**src/rtl/sevenseg_bcd_counter.sv**
```systemverilog
// Four-digit BCD up-counter with a multiplexed, active-low common-anode seven-segment drive.
// Define SEVENSEG_LZB_EN to blank leading zeros on digits 1..3.
module sevenseg_bcd_counter #(
    parameter int SCAN_DIV = 10000
) (
    input  logic       CLK,
    input  logic       RST_N,
    input  logic       CE,
    input  logic       EN,
    input  logic       CLR,
    output logic [6:0] SEG,
    output logic       DP,
    output logic [3:0] AN,
    output logic       CARRY
);
    localparam int SCAN_W = (SCAN_DIV > 1) ? $clog2(SCAN_DIV) : 1;
    localparam logic [SCAN_W-1:0] SCAN_LAST = SCAN_W'(SCAN_DIV - 1);

    logic [3:0][3:0]    count_reg;
    logic [3:0][3:0]    count_next;
    logic [SCAN_W-1:0]  scan_reg;
    logic [1:0]         index_reg;
    logic [6:0]         seg_reg;
    logic [6:0]         seg_next;
    logic [3:0]         an_reg;
    logic [3:0]         an_next;
    logic               carry_reg;
    logic               tick;
    logic [4:0]         inc;
    logic [3:0]         blank;
    logic [3:0]         cur_digit;

    assign tick   = CE & EN & ~CLR;
    assign inc[0] = tick;

    // A digit advances when every lower digit sits at 9; inc[4] flags the 9999 -> 0000 wrap.
    genvar gi;
    generate
        for (gi = 1; gi <= 4; gi++) begin : g_inc
            assign inc[gi] = tick && (count_reg[gi-1:0] == {gi{4'h9}});
        end
    endgenerate

    always_comb begin
        count_next = count_reg;
        if (CLR) begin
            count_next = '0;
        end else begin
            for (int i = 0; i < 4; i++) begin
                if (inc[i]) begin
                    count_next[i] = (count_reg[i] == 4'd9) ? 4'd0 : count_reg[i] + 4'd1;
                end
            end
        end
    end

    assign blank[0] = 1'b0;
`ifdef SEVENSEG_LZB_EN
    generate
        for (gi = 1; gi < 4; gi++) begin : g_blank
            assign blank[gi] = (count_reg[3:gi] == '0);
        end
    endgenerate
`else
    assign blank[3:1] = 3'b000;
`endif

    function automatic logic [6:0] seg_decode(input logic [3:0] d);
        logic [6:0] s;
        case (d)
            4'd0:    s = 7'b1000000;
            4'd1:    s = 7'b1111001;
            4'd2:    s = 7'b0100100;
            4'd3:    s = 7'b0110000;
            4'd4:    s = 7'b0011001;
            4'd5:    s = 7'b0010010;
            4'd6:    s = 7'b0000010;
            4'd7:    s = 7'b1111000;
            4'd8:    s = 7'b0000000;
            4'd9:    s = 7'b0010000;
            default: s = 7'b1111111;
        endcase
        return s;
    endfunction

    // Display follows the live count, so a change shows up one edge later without waiting for a slot.
    always_comb begin
        cur_digit = count_reg[index_reg];
        seg_next  = seg_decode(cur_digit);
        an_next   = ~(4'b0001 << index_reg);
        if (blank[index_reg]) begin
            seg_next = 7'h7F;
            an_next  = 4'hF;
        end
    end

    always_ff @(posedge CLK or negedge RST_N) begin
        if (!RST_N) begin
            count_reg <= '0;
            carry_reg <= 1'b0;
            scan_reg  <= '0;
            index_reg <= 2'd0;
            seg_reg   <= 7'h7F;
            an_reg    <= 4'hF;
        end else begin
            count_reg <= count_next;
            carry_reg <= inc[4];
            seg_reg   <= seg_next;
            an_reg    <= an_next;
            if (scan_reg == SCAN_LAST) begin
                scan_reg  <= '0;
                index_reg <= index_reg + 2'd1;
            end else begin
                scan_reg  <= scan_reg + 1'b1;
            end
        end
    end

    assign SEG   = seg_reg;
    assign AN    = an_reg;
    assign DP    = 1'b1;
    assign CARRY = carry_reg;

endmodule

```
**config.mk**
```make
export PLATFORM = sky130hd
export DESIGN_NAME = sevenseg_bcd_counter
export DESIGN_NICKNAME = d
export VERILOG_FILES = /design/src/rtl/sevenseg_bcd_counter.sv
export SDC_FILE = /design/constraint.sdc
export NUM_CORES = 1
export LEC_CHECK = 0
export ABC_AREA = 1
export ABC_CLOCK_PERIOD_IN_PS = 2100
export BUFFER_PORTS_ARGS = -buffer_cell sky130_fd_sc_hd__buf_2
export CAP_MARGIN = 20
export CORE_MARGIN = 2
export CORE_UTILIZATION = 40
export DETAILED_ROUTE_END_ITERATION = 16
export PLACE_DENSITY = 0.57
export SLEW_MARGIN = 30
export SYNTH_ARGS = -nofsm -noshare
export SYNTH_HDL_FRONTEND = slang
export SYNTH_SLANG_ARGS = --single-unit
```
**constraint.sdc**
```tcl
create_clock -name CLK -period 2.1 [get_ports CLK]
set_input_delay 0 -clock CLK [delete_from_list [all_inputs] [get_ports CLK]]
set_output_delay 0 -clock CLK [all_outputs]
set_load 0.02 [all_outputs]
```
==> metrics <==
largest net degree at the start of global routing 45; Iter 0 DRT Violations 83; GRT overflow 0; diodes inserted 0; CTS tree yes; Final nets 351; final hold vios 0; Rows 29; CTS Buffer Depth 2; DRT Pass-1 Iters 4; gpl congestion around 0.83; post-synthesis cell type count 36; Critical Path RT between 2 and 2.5 ns; Sw Share 0.287; Critical Path Fanout Max 13; post-synth top area share 0.316; most frequent cells in the layout 75 x nand2_1, 39 x nand3_1, 33 x dfrtp_1; clk_skew around 0.005 ns; die width 84.8 um; Sw Pwr 0.000528 W; pre-CTS setup slack around 0.33 ns; vias in the first global route 1,976; Final min period around 1.8 ns; Post-CTS Resized 0; sequential share of power 0.524; initial antenna violation count 0; CORE AREA about 6300 um^2; mean area per synthesized cell 8.48 um^2; setup_tns 0 ns; Yosys top cell by area dfrtp_1; I/O pin total 18; Peak VDD IR 0.413 mV; RSZ-0062 raised after global routing no; count of input and output buffers 16; CTS Buf Count 5; Clk Latency, worst-skew pair 0.29 ns; GRT Total Usage 0.149; Power Internal 0.00131 W; fill count 658; Leakage 1.50 nW; global-route wire length before repair 8.87 mm; CP arrival 2.00 ns; final slew viol count 0; setup bufs post-CTS 0; gr busiest metal met2; end of the worst register-to-register path SEG[6]; # placed instances about 400; final core utilization 0.456; vias per cell ~4.8; cts-stage hold buffer count 1; Clock transition at path regs 0.08 ns; power per cell area between 600 and 700 nW/um^2; setup violators final 0; MaxCap Viol Count 0; max reg flops 16; Final Non-Filler Cells 406; Netlist Area Pre-Place 2610 um^2; final WL roughly 4.8 mm; worst setup path startpoint index_reg[0]; clock sinks 44; share of layout cells above drive strength 1 0.213; total number of vias around 2,000; sequential share of the synthesized area 0.427; GRT met1 Usage 0.212; CP startpoint kind flop; starting density of the core 0.414; full die area 7190 um^2; synth-to-layout area growth 10.2%; Routed Antenna Nets 0; R2R setup slack 0.33 ns; largest cells by area after synthesis dfrtp_1 32%, dfstp_2 11%, nand2_1 11%; post-synthesis cell count 308; CP endpoint SEG[6]; Crit. End Element flop; worst min path class in -> reg; drt wl/cell 11.9 um; Synth Net Count 331; Die H 84.8 um; status finished, final reports clean; critical path type reg -> reg; worst r2r src index_reg[0]; combinational group share of total power 0.174; CTS Root Cell clkbuf_8; Post-route DRC 0; clock share of power 0.303; post-route setup slack 0.328 ns; hold slack 0.0350 ns; r2r worst-path depth 9; Synth warnings 0; fin crit share 0.844; met2 Use GR 0.228; synthesis-stage register bit count 44; htree depth 2; Max Fclk 0.564 GHz; grt met3 use 0.0324; Post-DP HPWL 3.55 mm; commonest non-fill, non-tap cell in the layout nand2_1
[power groups by stage]
stage                     registers (W)  logic, W  clock network (W)
after CTS                      0.000963  0.000324           0.000581
final                          0.000963  0.000320           0.000556
after floorplan                 0.00103  0.000164                  0
after detailed placement       0.000979  0.000322                  0
after global placement         0.000980  0.000318                  0
after global routing           0.000968  0.000364           0.000616
[metrics by stage]
step                      area, um^2  power, W
after floorplan                 2610   0.00120
after global placement          2780   0.00130
after detailed placement        2780   0.00130
after CTS                       2880   0.00187
after global routing            2880   0.00195
final                           2880   0.00184
[cells in the mapped netlist (all sizes together)]
cell type,instances
and2,1
dfrtp,33
nand3b,3
inv,35
xnor2,2
dfstp,11
xor2,11
o21ai,7
nor2b,1
a21oi,2
clkinv,1
conb,1
o22ai,4
buf,5
ha,18
nand2,85
nor2,30
nor3,4
nand4,8
or2,2
nand3,44
[final cells by class]
type	instances	area, um^2	area share
Inverter	36	139	0.0483
Timing Repair Buffer	18	110	0.0383
Tap cell	77	96.3	0.0335
Multi-Input combinational cell	223	1330	0.461
Sequential cell	44	1110	0.388
Clock buffer	8	90.1	0.0313
[worst max-delay path, stage by stage (launching register included)]
cell and delay (ns):
dfrtp_1 0.59, inv_2 0.19, nand2_1 0.09, nand3_1 0.06, nand2_1 0.17, inv_1 0.10
ha_1 0.19, nand3b_1 0.17, nand3_1 0.09, nand2_1 0.06
[cell families after synthesis]
kind of cell,Yosys count,share of synthesized area
adders and majority gates,18,0.0862
buffers and inverters,41,0.0652
DFF,44,0.427
other,1,0.00144
xor gates and xnor gates,13,0.0436
and+or+nand+nor,178,0.347
AOI/OAI and AO/OA,13,0.0297
[worst min-delay path by stage]
stage / slack, ns / end / depth (start not counted) / from
final: 0.04 / count_reg[9] / 3 / CLR
after global routing: 0.05 / count_reg[9] / 3 / CLR
after CTS: 0.03 / count_reg[9] / 3 / CLR
after detailed placement: -0.002 / scan_reg[7] / 2 / RST_N
after global placement: -0.003 / scan_reg[7] / 2 / RST_N
after floorplan: -0.30 / CARRY / 0 / RST_N
[per-layer routing]
metal	vias up	wire length, um	part of all wire
met4	0	38	0.0079
met3	7	142	0.029
met2	34	2120	0.44
met1	892	2520	0.52
met5	-	0	0
li1	1017	-	-
Note: power is estimated with default switching activity, not from simulation.
